[src/rtl/dbg_seq.sv]
// dbg_seq: turns host block requests into single dbg_module commands.
// Optional halt, a block/reset body and optional resume, one command at a time with idle gaps.
module dbg_seq #(
  parameter int TIMEOUT_CYCLES = 1024
) (
  input  logic        clk,
  input  logic        rst_i,
  input  logic        req_valid_i,
  output logic        req_ready_o,
  input  logic [1:0]  req_op_i,
  input  logic [31:0] req_addr_i,
  input  logic [15:0] req_len_i,
  input  logic        req_halt_i,
  input  logic        req_resume_i,
  input  logic [31:0] wdata_i,
  input  logic        wdata_valid_i,
  output logic        wdata_ready_o,
  output logic [31:0] rdata_o,
  output logic        rdata_valid_o,
  output logic        done_o,
  output logic        err_o,
  output logic [7:0]  dbg_cmd_o,
  output logic [31:0] dbg_addr_o,
  output logic [31:0] dbg_data_o,
  input  logic [31:0] dbg_data_i,
  input  logic        dbg_ready_i
);

  // state | meaning
  // IDLE  | waiting for a request
  // FETCH | block write waiting for the next host word
  // ISSUE | command driven, waiting for dbg_ready_i low (reset cmds: one cycle)
  // WAIT  | command held until dbg_ready_i returns high
  // GAP   | one idle (00) cycle between commands
  // DONE  | one-cycle done_o pulse
  typedef enum logic [2:0] {S_IDLE, S_FETCH, S_ISSUE, S_WAIT, S_GAP, S_DONE} state_t;
  typedef enum logic [1:0] {P_HALT, P_BODY, P_RESUME} phase_t;

  localparam int            TW       = $clog2(TIMEOUT_CYCLES);
  localparam logic [TW-1:0] TMO_LOAD = TW'(TIMEOUT_CYCLES - 1);

  localparam logic [1:0] OP_WRITE = 2'b00;
  localparam logic [1:0] OP_READ  = 2'b01;
  localparam logic [1:0] OP_RST   = 2'b10;

  localparam logic [7:0] CMD_NOP      = 8'h00;
  localparam logic [7:0] CMD_READ     = 8'h01;
  localparam logic [7:0] CMD_WRITE    = 8'h02;
  localparam logic [7:0] CMD_HALT     = 8'h03;
  localparam logic [7:0] CMD_RESUME   = 8'h04;
  localparam logic [7:0] CMD_RST_CORE = 8'h05;
  localparam logic [7:0] CMD_RST_ALL  = 8'h07;

  state_t        state, state_n;
  phase_t        phase, phase_n;
  state_t        tail_state, body_state;
  phase_t        tail_phase, body_phase;
  logic [1:0]    op, op_c;
  logic [31:0]   addr, addr_c;
  logic [15:0]   cnt, cnt_c;
  logic          resume, resume_c;
  logic [TW-1:0] tmo;
  logic [31:0]   cmd_addr, cmd_data, rdata;
  logic          rdata_valid, err;
  logic [7:0]    cur_cmd, cmd;
  logic          accept, cmd_done, abort, tmo_hit, is_reset_cmd;

  assign accept       = req_valid_i && (state == S_IDLE);
  assign tmo_hit      = (tmo == '0);
  assign is_reset_cmd = (phase == P_BODY) && op[1];

  // While idle, the decision for the accept edge uses the request fields directly.
  always_comb begin
    op_c     = (state == S_IDLE) ? req_op_i     : op;
    addr_c   = (state == S_IDLE) ? req_addr_i   : addr;
    cnt_c    = (state == S_IDLE) ? req_len_i    : cnt;
    resume_c = (state == S_IDLE) ? req_resume_i : resume;
  end

  always_comb begin
    tail_state = resume_c ? S_ISSUE : S_DONE;
    tail_phase = P_RESUME;
    if (!op_c[1] && cnt_c == '0) begin
      body_state = tail_state;
      body_phase = tail_phase;
    end else begin
      body_state = (op_c == OP_WRITE) ? S_FETCH : S_ISSUE;
      body_phase = P_BODY;
    end
  end

  always_comb begin
    cur_cmd = CMD_NOP;
    case (phase)
      P_HALT:   cur_cmd = CMD_HALT;
      P_RESUME: cur_cmd = CMD_RESUME;
      default: begin
        case (op)
          OP_WRITE: cur_cmd = CMD_WRITE;
          OP_READ:  cur_cmd = CMD_READ;
          OP_RST:   cur_cmd = CMD_RST_CORE;
          default:  cur_cmd = CMD_RST_ALL;
        endcase
      end
    endcase
  end

  always_comb begin
    state_n  = state;
    phase_n  = phase;
    cmd      = CMD_NOP;
    cmd_done = 1'b0;
    abort    = 1'b0;
    case (state)
      S_IDLE: begin
        if (req_valid_i) begin
          if (req_halt_i) begin
            state_n = S_ISSUE;
            phase_n = P_HALT;
          end else begin
            state_n = body_state;
            phase_n = body_phase;
          end
        end
      end
      S_FETCH: begin
        if (wdata_valid_i) state_n = S_ISSUE;
      end
      S_ISSUE: begin
        cmd = cur_cmd;
        if (is_reset_cmd) begin
          state_n = S_GAP;
        end else if (tmo_hit) begin
          abort   = 1'b1;
          state_n = S_GAP;
        end else if (!dbg_ready_i) begin
          state_n = S_WAIT;
        end
      end
      S_WAIT: begin
        // Drop the command in the completing cycle so it is not executed twice.
        if (dbg_ready_i) begin
          cmd_done = 1'b1;
          state_n  = S_GAP;
        end else if (tmo_hit) begin
          cmd     = cur_cmd;
          abort   = 1'b1;
          state_n = S_GAP;
        end else begin
          cmd = cur_cmd;
        end
      end
      S_GAP: begin
        if (phase == P_RESUME) begin
          state_n = S_DONE;
        end else if (err || is_reset_cmd) begin
          state_n = tail_state;
          phase_n = tail_phase;
        end else begin
          state_n = body_state;
          phase_n = body_phase;
        end
      end
      S_DONE:  state_n = S_IDLE;
      default: state_n = S_IDLE;
    endcase
  end

  always_ff @(posedge clk) begin
    if (rst_i) begin
      state       <= S_IDLE;
      phase       <= P_HALT;
      op          <= '0;
      addr        <= '0;
      cnt         <= '0;
      resume      <= 1'b0;
      tmo         <= TMO_LOAD;
      cmd_addr    <= '0;
      cmd_data    <= '0;
      rdata       <= '0;
      rdata_valid <= 1'b0;
      err         <= 1'b0;
    end else begin
      state       <= state_n;
      phase       <= phase_n;
      rdata_valid <= 1'b0;
      if (accept) begin
        op     <= req_op_i;
        addr   <= req_addr_i;
        cnt    <= req_len_i;
        resume <= req_resume_i;
        err    <= 1'b0;
      end
      if (abort) err <= 1'b1;
      tmo <= (state == S_ISSUE || state == S_WAIT) ? tmo - 1'b1 : TMO_LOAD;
      if (state == S_FETCH && wdata_valid_i) cmd_data <= wdata_i;
      if (state_n == S_ISSUE && phase_n == P_BODY && !op_c[1]) cmd_addr <= addr_c;
      if (cmd_done && phase == P_BODY) begin
        addr <= addr + 32'd4;
        cnt  <= cnt - 16'd1;
        if (op == OP_READ) begin
          rdata       <= dbg_data_i;
          rdata_valid <= 1'b1;
        end
      end
    end
  end

  assign req_ready_o   = (state == S_IDLE);
  assign wdata_ready_o = (state == S_FETCH);
  assign done_o        = (state == S_DONE);
  assign err_o         = err;
  assign rdata_o       = rdata;
  assign rdata_valid_o = rdata_valid;
  assign dbg_cmd_o     = cmd;
  assign dbg_addr_o    = cmd_addr;
  assign dbg_data_o    = cmd_data;

endmodule

[config.mk]
export PLATFORM = sky130hd
export DESIGN_NAME = dbg_seq
export DESIGN_NICKNAME = d
export VERILOG_FILES = /design/src/rtl/dbg_seq.sv
export SDC_FILE = /design/constraint.sdc
export NUM_CORES = 1
export LEC_CHECK = 0
export ABC_AREA = 0
export BUFFER_PORTS_ARGS = -buffer_cell sky130_fd_sc_hd__clkbuf_2
export CORE_MARGIN = 10
export CORE_UTILIZATION = 42
export DETAILED_ROUTE_END_ITERATION = 7
export GPL_TIMING_DRIVEN = 0
export HOLD_SLACK_MARGIN = 0.02
export PLACE_DENSITY = 0.72
export SLEW_MARGIN = 25
export SYNTH_ARGS = -nofsm -noshare
export SYNTH_HDL_FRONTEND = slang
export SYNTH_SLANG_ARGS = --single-unit
[constraint.sdc]
create_clock -name clk -period 5.8 [get_ports clk]
set_input_delay 0.58 -clock clk [delete_from_list [all_inputs] [get_ports clk]]
set_output_delay 0.58 -clock clk [all_outputs]
set_load 0.005 [all_outputs]
==> flow_summary_export.csv <==
group,metric,value,unit
synth,synthMuxAreaShare,4.41,%
synth,synth_top_family_by_area,"compound AO/OA/AOI/OAI gates",
clocking,cts-htree-levels,4,
worst_setup_path,critPathKind,"reg2reg",
timing,fin_crit_sh,59.6,%
detailed_routing,via_per_inst,5.52,
grt,met2_usage,34.6,%
floorplanning,boundaryPins,230,
synth,synth_top_flop_cell,"dfxtp_1",
power_and_ir_drop,power.density,315,nW/um^2
synth,yosysUniqueCellTypes,57,
grt,grt.total_usage,20.8,%
worst_setup_path,cp_data_arrival_time,3810,ps
timing,clock.fmax,0.289,GHz
worst_setup_path,crit_slowest_cell,"nor3b_2",
placement,portBuffers,223,
timing,worst_pin_slew,888,ps
synth,synth_edf_count,0,
layout,mostFrequentLayoutCells,"clkbuf_2 (223), nand2_1 (196), dfxtp_1 (164)",
placement,place.gp.congestion,0.944,
grt,grt_pass1_vias,7540,
clocking,hold_buffers,0,
synth,synth_compound_area_share,25.1,%
floorplanning,die_w,156,um
floorplanning,die_area,24300,um^2
timing,hold_viol,0,
clocking,clk_latency,430,ps
synth,synthesis.area,7750,um^2
timing,max_slew_margin,40.5,%
timing,hold_slack,359,ps
clocking,post_cts_buffers,0,
synth,ys_ff_latch,164,
worst_setup_path,cpPeakStageDelay,740,ps
synth,ys_seq_area_share,42.4,%
clocking,cts-resized-gates,0,
layout,final_nets,1314,
floorplanning,core,18100,um^2
detailed_routing,ant_nets,0,
hold_path,hold_path.class,"in2reg",
status,status,"finished, final reports clean",
layout,final.fill_count,1686,
detailed_routing,avgRoutedWirePerCell,18.4,um
detailed_routing,dr.pass1.iters,7,
synth,postSynth.asyncResetShare,0,%
layout,multi_input_area,4060,um^2
timing,rsz0062_at_grt,"no",
floorplanning,chipHeight,156,um
layout,final_common_cell,"clkbuf_2",
synth,yosysWarnings,0,
synth,synth_cells,940,
grt,top_usage_layer,"met2",
grt,met3_usage,5.18,%
layout,seq_area,3280,um^2
grt,antenna_found_initial,1,
worst_setup_path,crit_chain,"clkbuf_1 > nand2b_1 > clkbuf_1 > nor3b_2 > nand2_1 > or3_1 > or2_1 > or3_1 > or3_1 > a31oi_1",
synth,synth-simple-area-share,20.9,%
worst_setup_path,cp-start-kind,"register",
worst_setup_path,path_max_fanout,10,
clocking,clkTransAtPathRegs,70,ps
timing,fin_crit,3460,ps
clocking,cts_tree,"built",
synth,synthXorXnorAreaFrac,0.565,%
layout,syn2layout_area_growth,26.1,%
worst_setup_path,cpMostUsedCell,"or3_1",
worst_setup_path,required,6150,ps
layout,layout-drive-gt1-share,27.9,%
clocking,clock_path_buffers,2,
grt,grt.overflow.total,0,
timing,slew_viol_final,0,
clocking,cts-root-buf,"clkbuf_16",
floorplanning,num_rows,49,
grt,grt_start_max_net_pins,19,
grt,grt.met1_usage,25.1,%
power_and_ir_drop,ir_drop,0.201,mV
timing,setup_tns,0,ps
detailed_routing,drc,0,
detailed_routing,drtIter0Drc,664,
worst_setup_path,end_kind,"register",
detailed_routing,routed_wl,26300,um
clocking,cts_buffers,17,
power_and_ir_drop,p_leak,0.00392,uW
floorplanning,start_util,42.9,%
synth,syn_area_per_cell,8.24,um^2
clocking,clkSinkCount,164,
synth,synthAdderAreaFrac,1.13,%
run,cap_violations,0,
timing,setup_violations,0,
timing,clock_skew,10.2,ps
placement,hpwl,19800,um
grt,grt_pass1_wl,40500,um
detailed_routing,vias,7893,
==> where the power goes <==
part	switching (uW)	internal [uW]	leakage [uW]
Combinational	400	254	0.00229
Clock	539	620	0.000297
Sequential	63.9	1200	0.00133
Total	1000	2070	0.00392
==> layer usage <==
metal  wire length, um  vias to the layer above
met2             12500                      362
met3              2000                       62
met1             11000                     3626
li1                  -                     3843
met4               863                        0
met5                 0                        -
==> synthesized netlist by cell type (8+ instances only) <==
| library cell | instances | area (um^2) |
|---|---|---|
| a31oi_1 | 13 | 81.3 |
| mux2i_1 | 33 | 330 |
| nand3_1 | 22 | 110 |
| o211ai_1 | 8 | 60.1 |
| or3_1 | 11 | 68.8 |
| a21oi_1 | 135 | 676 |
| clkbuf_1 | 53 | 199 |
| a311oi_2 | 32 | 480 |
| o21ai_0 | 34 | 170 |
| buf_6 | 9 | 101 |
| a21oi_2 | 20 | 175 |
| nor4_1 | 16 | 100 |
| dfxtp_1 | 164 | 3280 |
| nor3_1 | 21 | 105 |
| inv_1 | 12 | 45.0 |
| a221oi_1 | 10 | 87.6 |
| nand2_1 | 196 | 736 |
| nor2_1 | 62 | 233 |
==> layout make-up <==
class	instances	share of cell area, %
Clock inverter	15	1.79
Buffer	74	3.83
Antenna cell	1	0.0256
Sequential cell	164	33.6
Multi-Input combinational cell	694	41.6
Clock buffer	17	4.35
Timing Repair Buffer	223	11.4
Inverter	12	0.461
Tap cell	229	2.93
==> sequential cells by signal, summed over array words and instances, names as in the netlist <==
name           flops
addr              32
cnt               16
dbg_addr_o        32
dbg_data_o        32
err_o              1
op                 2
phase              2
rdata_o           32
rdata_valid_o      1
resume             1
state              3
tmo               10
==> worst max-delay path: cells and delay by family, from the launching register on <==
family	cells	cell delay, ps
buffers and inverters	2	350
flip-flops	1	300
AND/OR/NAND/NOR	7	2570
AO/OA/AOI/OAI	1	150
==> path summary, 6_finish.rpt <==
check / startpoint / to / slack [ps] / cells after the start
worst min-delay path: dbg_data_i[26] / rdata_o[26] / 360 / 3
worst max register to register: state[2] / cnt[14] / 2340 / 10
worst max-delay path: state[2] / cnt[14] / 2340 / 10
worst min register to register: tmo[0] / tmo[0] / 390 / 1
==> metrics by stage <==
| step | cells | utilization (%) | worst slack [ps] | total power, uW | cell area, um^2 |
|---|---|---|---|---|---|
| finish | 1429 | 54.0 | 2340 | 3070 | 9770 |
| detailed placement | 1396 | 50.7 | 2350 | 1930 | 9170 |
| global placement | 1396 | 50.7 | 2380 | 1930 | 9170 |
| CTS | 1428 | 54.0 | 2340 | 3090 | 9770 |
| floorplan | 944 | - | 2990 | 1710 | 7760 |
| global route | 1429 | 54.0 | 2110 | 3200 | 9770 |
==> cell families (layout without fill, tap and decap cells) <==
| logic type | Yosys count | in the layout |
|---|---|---|
| adder cells (fa/ha/maj) | 7 | 7 |
| AO/OA/AOI/OAI | 277 | 277 |
| AND/OR/NAND/NOR | 366 | 366 |
| multiplexers | 34 | 34 |
| flip-flops | 164 | 164 |
| XOR/XNOR | 5 | 5 |
| buffers and inverters | 86 | 341 |
| other | 1 | 6 |
Note: power is estimated with default switching activity, not from simulation.
